$ cat src/rtl/store_buffer_pkg.sv
// Shared definitions for the store buffer slice.
//   - mem-side FSM state encoding
//   - FIFO payload layout and width (addr + wdata + sign_mask = 68 bits;
//     the valid bit is kept beside the payload in the FIFO)
//   - sign_mask size codes used by the data memory
//   - word-address compare helper used by the hazard match
package store_buffer_pkg;

  typedef enum logic [1:0] {
    M_IDLE  = 2'd0,
    M_ISSUE = 2'd1,
    M_WAIT  = 2'd2
  } mem_state_e;

  localparam int ENTRY_W = 68;

  localparam logic [3:0] SM_BYTE = 4'b0001;
  localparam logic [3:0] SM_HALF = 4'b0011;
  localparam logic [3:0] SM_WORD = 4'b1111;

  typedef struct packed {
    logic [31:0] addr;
    logic [31:0] wdata;
    logic [3:0]  sign_mask;
  } sb_payload_t;

  // Two byte addresses hit the same 32-bit word (caller passes addr[31:2]).
  function automatic logic word_match(input logic [29:0] word_a, input logic [29:0] word_b);
    return (word_a == word_b);
  endfunction

endpackage

$ cat src/rtl/store_buffer_sb_fifo.sv
// sb_fifo: circular store FIFO for the store buffer.
// Ports:
//   clk, rst_n        clock, asynchronous active-low reset
//   push, push_data   write an entry at the tail
//   pop               retire the entry at the head
//   head_data         payload at the head (valid when count != 0)
//   count, full       occupancy and full flag
//   match_word        word address (addr[31:2]) to compare
//   match             some valid entry holds that word address
// A push and a pop in the same cycle keep count unchanged; when full the
// pushed entry lands in the slot that the pop frees.
module sb_fifo
  import store_buffer_pkg::*;
#(
  parameter int DEPTH = 4,
  parameter int PTR_W = 2
) (
  input  logic              clk,
  input  logic              rst_n,
  input  logic              push,
  input  sb_payload_t       push_data,
  input  logic              pop,
  output sb_payload_t       head_data,
  output logic [PTR_W:0]    count,
  output logic              full,
  input  logic [29:0]       match_word,
  output logic              match
);

  sb_payload_t         entry_r [DEPTH];
  logic [DEPTH-1:0]    valid_r;
  logic [PTR_W-1:0]    head_r;
  logic [PTR_W-1:0]    tail_r;
  logic [PTR_W:0]      count_r;
  logic                match_s;

  // Entry storage, valid bits, pointers and occupancy.
  always_ff @(posedge clk or negedge rst_n) begin
    if (!rst_n) begin
      for (int i = 0; i < DEPTH; i++) begin
        entry_r[i] <= '0;
      end
      valid_r <= '0;
      head_r  <= '0;
      tail_r  <= '0;
      count_r <= '0;
    end else begin
      if (pop) begin
        valid_r[head_r] <= 1'b0;
        head_r          <= head_r + 1'b1;
      end
      // Placed after the pop so a full push+pop on the same slot stays valid.
      if (push) begin
        entry_r[tail_r] <= push_data;
        valid_r[tail_r] <= 1'b1;
        tail_r          <= tail_r + 1'b1;
      end
      case ({push, pop})
        2'b10:   count_r <= count_r + 1'b1;
        2'b01:   count_r <= count_r - 1'b1;
        default: count_r <= count_r;
      endcase
    end
  end

  // Word-address match over every valid entry (load hazard detection).
  always_comb begin
    match_s = 1'b0;
    for (int i = 0; i < DEPTH; i++) begin
      match_s = match_s | (valid_r[i] & word_match(entry_r[i].addr[31:2], match_word));
    end
  end

  assign match     = match_s;
  assign head_data = entry_r[head_r];
  assign count     = count_r;
  assign full      = (count_r == (PTR_W + 1)'(DEPTH));

endmodule

$ cat src/rtl/store_buffer.sv
// store_buffer: posted-write buffer between the core memory stage and data
// memory. Stores are queued in sb_fifo and drained in order; loads bypass
// queued stores unless they hit a buffered word.
// Ports:
//   core_*  request side from the memory stage; core_stall holds the core,
//           core_rdata returns load data (held until the next load completes)
//   mem_*   request side to data memory; mem_memwrite/mem_memread are
//           one-cycle strobes, mem_stall is the data memory busy flag
module store_buffer
  import store_buffer_pkg::*;
#(
  parameter int DEPTH = 4,
  parameter int PTR_W = 2
) (
  input  logic        clk,
  input  logic        rst_n,
  input  logic [31:0] core_addr,
  input  logic [31:0] core_wdata,
  input  logic        core_memwrite,
  input  logic        core_memread,
  input  logic [3:0]  core_sign_mask,
  output logic [31:0] core_rdata,
  output logic        core_stall,
  output logic [31:0] mem_addr,
  output logic [31:0] mem_wdata,
  output logic        mem_memwrite,
  output logic        mem_memread,
  output logic [3:0]  mem_sign_mask,
  input  logic [31:0] mem_rdata,
  input  logic        mem_stall
);

  mem_state_e   state_r, state_next_s;
  logic         op_store_r;     // in-flight op is a store (else a load)
  logic         seen_stall_r;   // mem_stall observed high for the current op
  logic         load_done_r;    // core_rdata was captured on the previous cycle
  logic [31:0]  mem_addr_r, mem_wdata_r, core_rdata_r;
  logic [3:0]   mem_sign_mask_r;
  logic         mem_memwrite_r, mem_memread_r;

  sb_payload_t  push_data_s, head_s;
  logic [PTR_W:0] count_s;
  logic         full_s, match_s, push_s, pop_s, done_s;
  logic         load_req_s, sel_load_s, sel_store_s, core_stall_s;

  sb_fifo #(.DEPTH(DEPTH), .PTR_W(PTR_W)) u_fifo (
    .clk        (clk),
    .rst_n      (rst_n),
    .push       (push_s),
    .push_data  (push_data_s),
    .pop        (pop_s),
    .head_data  (head_s),
    .count      (count_s),
    .full       (full_s),
    .match_word (core_addr[31:2]),
    .match      (match_s)
  );

  // Completion, push/pop and core-side stall.
  always_comb begin
    push_data_s = '{addr: core_addr, wdata: core_wdata, sign_mask: core_sign_mask};
    done_s      = (state_r == M_WAIT) && seen_stall_r && !mem_stall;
    pop_s       = done_s && op_store_r;
    push_s      = core_memwrite && (!full_s || pop_s);
    // A load already answered last cycle must not be re-issued.
    load_req_s  = core_memread && !load_done_r && !match_s;
    if (core_memwrite) begin
      core_stall_s = !push_s;
    end else if (core_memread) begin
      core_stall_s = !load_done_r;
    end else begin
      core_stall_s = 1'b0;
    end
  end

  // Mem FSM next state and op selection.
  always_comb begin
    state_next_s = state_r;
    sel_load_s   = 1'b0;
    sel_store_s  = 1'b0;
    case (state_r)
      M_IDLE: begin
        if (mem_stall) begin
          state_next_s = M_IDLE;
        end else if (load_req_s) begin
          sel_load_s   = 1'b1;
          state_next_s = M_ISSUE;
        end else if (count_s != {(PTR_W + 1){1'b0}}) begin
          sel_store_s  = 1'b1;
          state_next_s = M_ISSUE;
        end else begin
          state_next_s = M_IDLE;
        end
      end
      M_ISSUE: state_next_s = M_WAIT;
      M_WAIT: begin
        if (done_s) begin
          state_next_s = M_IDLE;
        end else begin
          state_next_s = M_WAIT;
        end
      end
      default: state_next_s = M_IDLE;
    endcase
  end

  // FSM state, registered mem-side request fields and load result.
  always_ff @(posedge clk or negedge rst_n) begin
    if (!rst_n) begin
      state_r         <= M_IDLE;
      op_store_r      <= 1'b0;
      seen_stall_r    <= 1'b0;
      load_done_r     <= 1'b0;
      mem_addr_r      <= 32'h0000_0000;
      mem_wdata_r     <= 32'h0000_0000;
      mem_sign_mask_r <= 4'h0;
      mem_memwrite_r  <= 1'b0;
      mem_memread_r   <= 1'b0;
      core_rdata_r    <= 32'h0000_0000;
    end else begin
      state_r        <= state_next_s;
      mem_memwrite_r <= sel_store_s;
      mem_memread_r  <= sel_load_s;
      if (sel_load_s) begin
        mem_addr_r      <= core_addr;
        mem_wdata_r     <= 32'h0000_0000;
        mem_sign_mask_r <= core_sign_mask;
        op_store_r      <= 1'b0;
      end else if (sel_store_s) begin
        mem_addr_r      <= head_s.addr;
        mem_wdata_r     <= head_s.wdata;
        mem_sign_mask_r <= head_s.sign_mask;
        op_store_r      <= 1'b1;
      end
      // The stall high phase may start during M_ISSUE, so count it there too.
      if ((state_r == M_IDLE) || done_s) begin
        seen_stall_r <= 1'b0;
      end else begin
        seen_stall_r <= seen_stall_r | mem_stall;
      end
      load_done_r <= done_s && !op_store_r;
      if (done_s && !op_store_r) begin
        core_rdata_r <= mem_rdata;
      end
    end
  end

  assign core_stall    = core_stall_s;
  assign core_rdata    = core_rdata_r;
  assign mem_addr      = mem_addr_r;
  assign mem_wdata     = mem_wdata_r;
  assign mem_sign_mask = mem_sign_mask_r;
  assign mem_memwrite  = mem_memwrite_r;
  assign mem_memread   = mem_memread_r;

endmodule

$ cat config.mk
export PLATFORM = sky130hd
export DESIGN_NAME = store_buffer
export DESIGN_NICKNAME = d
export VERILOG_FILES = /design/src/rtl/store_buffer_pkg.sv /design/src/rtl/store_buffer_sb_fifo.sv /design/src/rtl/store_buffer.sv
export SDC_FILE = /design/constraint.sdc
export NUM_CORES = 1
export LEC_CHECK = 0
export CORE_ASPECT_RATIO = 1.25
export CORE_MARGIN = 4
export CORE_UTILIZATION = 56
export DETAILED_ROUTE_END_ITERATION = 16
export PLACE_DENSITY = 0.91
export SYNTH_ARGS = -nofsm -noshare
export SYNTH_HDL_FRONTEND = slang
export SYNTH_SLANG_ARGS = --single-unit
export TNS_END_PERCENT = 10
$ cat constraint.sdc
create_clock -name clk -period 6.6 [get_ports clk]
set_input_delay 1.98 -clock clk [delete_from_list [all_inputs] [get_ports clk]]
set_output_delay 1.98 -clock clk [all_outputs]
set_load 0.02 [all_outputs]
==> flow_metrics.tcl, run 1 <==
set metrics [dict create \
    wl_um 42530 \
    grt_start_max_net_pins 148 \
    yosys_warnings 0 \
    coreArea_um2 31790 \
    fmaxAchievable_mhz 169.5 \
    tritoncts "built" \
    synth.cell_area_um2 18000 \
    cts_buffer_depth 3 \
    reg2regPathDepth 9 \
    cts_resized 0 \
    maxCapViolations 0 \
    final_max_slew_viol_count 0 \
    htree_levels 2 \
    grt_setup_unrepaired "no" \
    drc_errors 0 \
    drt_pre_antenna_iters 7 \
    required_ns 4.62 \
    portBuffers 207 \
    drive_gt1_share_pct 32.60 \
    fillers 2172 \
    grt_pass1_wl_um 67480 \
    critPathLaunchType "input port" \
    final_cell_mix "dfrtp_1 (388), mux2_2 (304), clkdlybuf4s50_1 (206), xor2_1 (75), mux4_2 (68)" \
    insertion_delay_ns 0.53 \
    cts_setup_buffers 0 \
    rows 73 \
    antenna_left 0 \
    r2r-end "mem_addr[29]$_DFFE_PN0P_" \
    grt_pass1_vias 11960 \
    timing.final.crit_period_ns 5.899 \
    cts_made_buffers 39 \
    syn_nets 1336 \
    wire_per_inst_um 23.23 \
    path_class "input port to output pin" \
    timing.reg2reg.setup_slack_ns 3.64 \
    drt_iter0_drc 791 \
    setup_viol 0 \
    hold_buffers 0 \
    ios 208 \
    min_period_over_period_pct 89.37 \
    post-place-cells 1763 \
    gr-total-overflow 0 \
    synth_enable_flop_cells 0 \
    max-vdd-ir-drop_mv 0.2885 \
    max_slew_margin_pct 37.43 \
    hold_path_class "flop to flop" \
    status "finished clean" \
    cts_root_buffer "clkbuf_16" \
    power_uw 11340 \
    final_common_cell "dfrtp_1" \
    cp.arrival_ns 3.92 \
    syn_area_per_cell_um2 14.74 \
    gr-usage-all-layers_pct 24.45 \
    power_density_nw_per_um2 525.7 \
    die_w_um 168.4 \
    syn_inst 1221 \
    syn2layout_area_growth_pct 19.80 \
    routabilityCongestion 0.8871 \
    antenna_found_initial 5 \
    fin_cells 1831 \
    fin_setup_tns_ns 0 \
    dp_hpwl_um 27500 \
    start_util_pct 56.64 \
    cp_max_fo 9 \
    synth.distinct_cells 37 \
    finalHoldViolCount 0 \
    synth-seq-cells 390 \
    vias_per_cell 5.980 \
    r2r_start "u_fifo.entry_r[261]$_DFFE_PN0P_" \
    vias 10950 \
    worst_pin_slew_ns 0.9386 \
    end_kind "output pin" \
    fin_worst_skew_ns 0.01186 \
    cts.clk_slew.worst_paths_ns 0.06 \
    hp-start "u_fifo.entry_r[78]$_DFFE_PN0P_" \
    ys_seq_area_share_pct 54.21 \
    die_area_um2 35100 \
    p_leak_uw 0.009097 \
    cts_sinks 390 \
    chipHeight_um 208.5 \
    holdPathStages 1 \
    ys.flop_type "dfrtp_1" \
    nets 1507 \
    worst_hold_path.endpoint "u_fifo.entry_r[78]$_DFFE_PN0P_" \
    ys_async_sr_fraction_pct 100.0 \
]
[worst max-delay path by stage]
stage	startpoint	endpoint	cells past startpoint
after floorplan	mem_stall	core_stall	6
after global placement	mem_stall	core_stall	7
after detailed placement	mem_stall	core_stall	7
after CTS	mem_stall	core_stall	7
after global routing	mem_stall	core_stall	7
final	mem_stall	core_stall	7
[per-layer routing]
metal | GRT usage (%) | up-vias | wire, um
met5 | 0 | - | 42
met4 | 9.826 | 6 | 1668
met3 | 4.428 | 103 | 2152
met2 | 42.67 | 319 | 22280
met1 | 30.16 | 5774 | 16380
li1 | - | 4748 | -
[state kept, by name, summed over array words and instances, names as in the netlist]
signal          cells
u_fifo.entry_r    272
core_rdata         32
mem_addr           32
mem_wdata          32
mem_sign_mask       4
u_fifo.valid_r      4
u_fifo.count        3
state_r             2
u_fifo.head_r       2
u_fifo.tail_r       2
load_done_r         1
mem_memread         1
mem_memwrite        1
op_store_r          1
seen_stall_r        1
[cells by family after synthesis]
family | Yosys count | share of synthesized area (%)
AO/OA/AOI/OAI | 78 | 3.322
XOR/XNOR | 125 | 6.081
adder cells (fa/ha/maj) | 10 | 0.7367
buffers and inverters | 109 | 3.468
flip-flops | 390 | 54.21
multiplexers | 396 | 28.86
AND/OR/NAND/NOR | 113 | 3.322
[cell type report]
type,instances,area [um^2],area share (%)
sequential,390,9767,45.29
antenna,2,5.005,0.02321
timing repair buffer,225,2262,10.49
clock buffer,60,1197,5.552
multi-input combinational,722,7657,35.51
inverter,14,55.05,0.2553
tap,412,515.5,2.390
clock inverter,6,107.6,0.4989
[report_power, final]
group	leakage (uW)	internal, uW	switching, uW
clock	0.000638	1360	900
sequential	0.00470	3590	901
combinational	0.00376	2610	1980
[metrics by stage]
stage	cell area, um^2	setup WS (ns)	utilization, %	hold WS, ns
after floorplan	18000	1.662	-	0.4447
after global placement	20260	0.7328	63.73	0.4811
after detailed placement	20260	0.7258	63.73	0.4885
after CTS	21560	0.6871	67.84	0.5006
after global routing	21570	0.6332	67.85	0.5133
final	21570	0.7015	67.85	0.4999
[cell usage after synthesis, types with 2 or more instances]
cell type | n | share of area [%]
a221o_1 | 13 | 0.72
nor2_1 | 29 | 0.60
or4_1 | 3 | 0.13
nor4_1 | 15 | 0.52
mux4_2 | 68 | 8.5
a22o_1 | 32 | 1.6
o31ai_1 | 2 | 0.083
a21oi_1 | 20 | 0.56
dfrtp_1 | 390 | 54
inv_1 | 13 | 0.27
ha_1 | 9 | 0.63
o21ai_0 | 7 | 0.19
nand3_1 | 2 | 0.056
nor2b_1 | 7 | 0.24
mux2i_1 | 24 | 1.3
nand2_1 | 23 | 0.48
and2b_1 | 7 | 0.29
buf_2 | 38 | 1.1
buf_1 | 5 | 0.10
nor3_1 | 6 | 0.17
buf_6 | 8 | 0.50
clkbuf_1 | 16 | 0.33
xnor2_1 | 50 | 2.4
buf_4 | 28 | 1.2
nand4_1 | 17 | 0.59
mux2_2 | 304 | 19
xor2_1 | 75 | 3.6
[worst max-delay path, cell delays in order]
cell and delay [ns]:
clkdlybuf4s50_1 0.53, nor2_1 0.07, nand3_1 0.14, nor2_2 0.12
o41a_1 0.34, nor2_1 0.11, clkdlybuf4s50_1 0.63
Power figures use the tool's default switching activity.
==> inputs of run 2 (changes only) <==
- MAX_ROUTING_LAYER: unset -> met4
==> flow_metrics.tcl, run 2 (synthesized netlist as in run 1, its figures left out) <==
set metrics [dict create \
    wire_per_inst_um 23.10 \
    vias 10920 \
    r2r_start "u_fifo.entry_r[261]$_DFFE_PN0P_" \
    cts_root_buffer "clkbuf_16" \
    drive_gt1_share_pct 32.60 \
    path_class "input port to output pin" \
    finalHoldViolCount 0 \
    tritoncts "built" \
    use_met3_pct 4.048 \
    drt_iter0_drc 738 \
    final_common_cell "dfrtp_1" \
    max-vdd-ir-drop_mv 0.2887 \
    whs_ns 0.4997 \
    switching_share_pct 33.29 \
    cts_made_buffers 39 \
    crit_end "core_stall" \
    ios 208 \
    r2r-end "mem_addr[29]$_DFFE_PN0P_" \
    timing.final.crit_period_ns 5.894 \
    cts_buffer_depth 3 \
    status "finished clean" \
    die_w_um 168.4 \
    grt_setup_unrepaired "no" \
    antenna_left 0 \
    insertion_delay_ns 0.53 \
    vias_per_cell 5.954 \
    power_density_nw_per_um2 525.3 \
    worst_pin_slew_ns 0.9245 \
    fin_worst_skew_ns 0.01302 \
    largest_reg_flops 272 \
    rows 73 \
    grt.busiest_layer "met2" \
    grt_util_met1_pct 30.38 \
    nets 1507 \
    drc_errors 0 \
    final_max_slew_viol_count 0 \
    cts.clk_slew.worst_paths_ns 0.06 \
    portBuffers 207 \
    gr-total-overflow 0 \
    required_ns 4.62 \
    grt_pass1_wl_um 67410 \
    power.internal_uw 7560 \
    routabilityCongestion 0.9020 \
    maxCapViolations 0 \
    drt_pre_antenna_iters 5 \
    cts_sinks 390 \
    gr-usage-all-layers_pct 25.17 \
    reg2regPathDepth 9 \
    met2_usage_pct 42.54 \
    cp_max_fo 9 \
    cp.arrival_ns 3.91 \
    timing.reg2reg.setup_slack_ns 3.64 \
    p_seq_share_pct 39.6 \
    utilization_pct 67.88 \
    max_stage_delay_ns 0.63 \
    syn2layout_area_growth_pct 19.84 \
    dp_hpwl_um 27500 \
    final_cell_mix "dfrtp_1 (388), mux2_2 (304), clkdlybuf4s50_1 (206), xor2_1 (75), mux4_2 (68)" \
    max_slew_margin_pct 38.37 \
    die_area_um2 35100 \
    chipHeight_um 208.5 \
    hold_buffers 0 \
    grt_start_max_net_pins 148 \
    crit_chain "clkdlybuf4s50_1 > nor2_1 > nand3_1 > nor2_2 > o41a_1 > nor2_1 > clkdlybuf4s50_1" \
    antenna_found_initial 5 \
    combPwrFrac_pct 40.4 \
    critPathLaunchType "input port" \
    cts_setup_buffers 0 \
    regMostFlops "u_fifo.entry_r" \
    p_leak_uw 0.009097 \
    cp_slowest_cell "clkdlybuf4s50_1" \
    hold_path_class "flop to flop" \
    pwr-share-clk_pct 20.0 \
    grt_pass1_vias 11940 \
    htree_levels 2 \
    setup_viol 0 \
    coreArea_um2 31790 \
    min_period_over_period_pct 89.30 \
    crit_start "mem_stall" \
    fin_setup_tns_ns 0 \
    wl_um 42370 \
    cts_resized 0 \
    end_kind "output pin" \
    fmaxAchievable_mhz 169.7 \
    start_util_pct 56.64 \
    p_sw_uw 3773 \
]
==> run 2: cell count changes in the layout (fill, tap and decap cells not counted) <==
| cell | change |
|---|---|
| diode_2 | +3 |
==> run 2: through the flow <==
stage               instances  total power [uW]  setup WS [ns]  cell area (um^2)
floorplan                1221              7478          1.662             18000
global placement         1763              8852         0.7328             20260
detailed placement       1763              9094         0.7258             20260
CTS                      1829             11410         0.6871             21560
global route             1834             11920         0.6332             21570
finish                   1834             11330         0.7061             21570
==> run 2: per-layer routing <==
layer	wire (um)	share of wire (%)
met2	22190	52
met4	1655	3.9
met1	16300	38
met3	2233	5.3
met5	0	0
==> run 2: how the worst min path moves through the flow <==
stage / from / endpoint / depth (start not counted)
after detailed placement: u_fifo.entry_r[6]$_DFFE_PN0P_ / u_fifo.entry_r[6]$_DFFE_PN0P_ / 1
after global routing: u_fifo.entry_r[162]$_DFFE_PN0P_ / u_fifo.entry_r[162]$_DFFE_PN0P_ / 1
after CTS: u_fifo.entry_r[78]$_DFFE_PN0P_ / u_fifo.entry_r[78]$_DFFE_PN0P_ / 1
after global placement: u_fifo.entry_r[72]$_DFFE_PN0P_ / u_fifo.entry_r[72]$_DFFE_PN0P_ / 1
final: u_fifo.entry_r[78]$_DFFE_PN0P_ / u_fifo.entry_r[78]$_DFFE_PN0P_ / 1
after floorplan: u_fifo.valid_r[0]$_DFF_PN0_ / u_fifo.valid_r[0]$_DFF_PN0_ / 2
==> run 2: critical path, delay by kind of cell <==
kind	cells	cell delay, ns
and+or+nand+nor	4	0.44
AOI/OAI and AO/OA	1	0.34
buffers and inverters	2	1.16
==> run 2: power groups by stage <==
stage	logic [uW]	clock network [uW]	registers, uW
after floorplan	2970	0	4510
after CTS	4630	2310	4470
final	4580	2260	4490
after detailed placement	4600	0	4490
after global placement	4450	0	4400
after global routing	4890	2410	4620
==> run 2: cell type report <==
cell class,count,area (um^2)
Antenna cell,5,12.51
Clock buffer,60,1197
Clock inverter,6,107.6
Fill cell,2170,10210
Inverter,14,55.05
Multi-Input combinational cell,722,7657
Sequential cell,390,9767
Tap cell,412,515.5
Timing Repair Buffer,225,2262
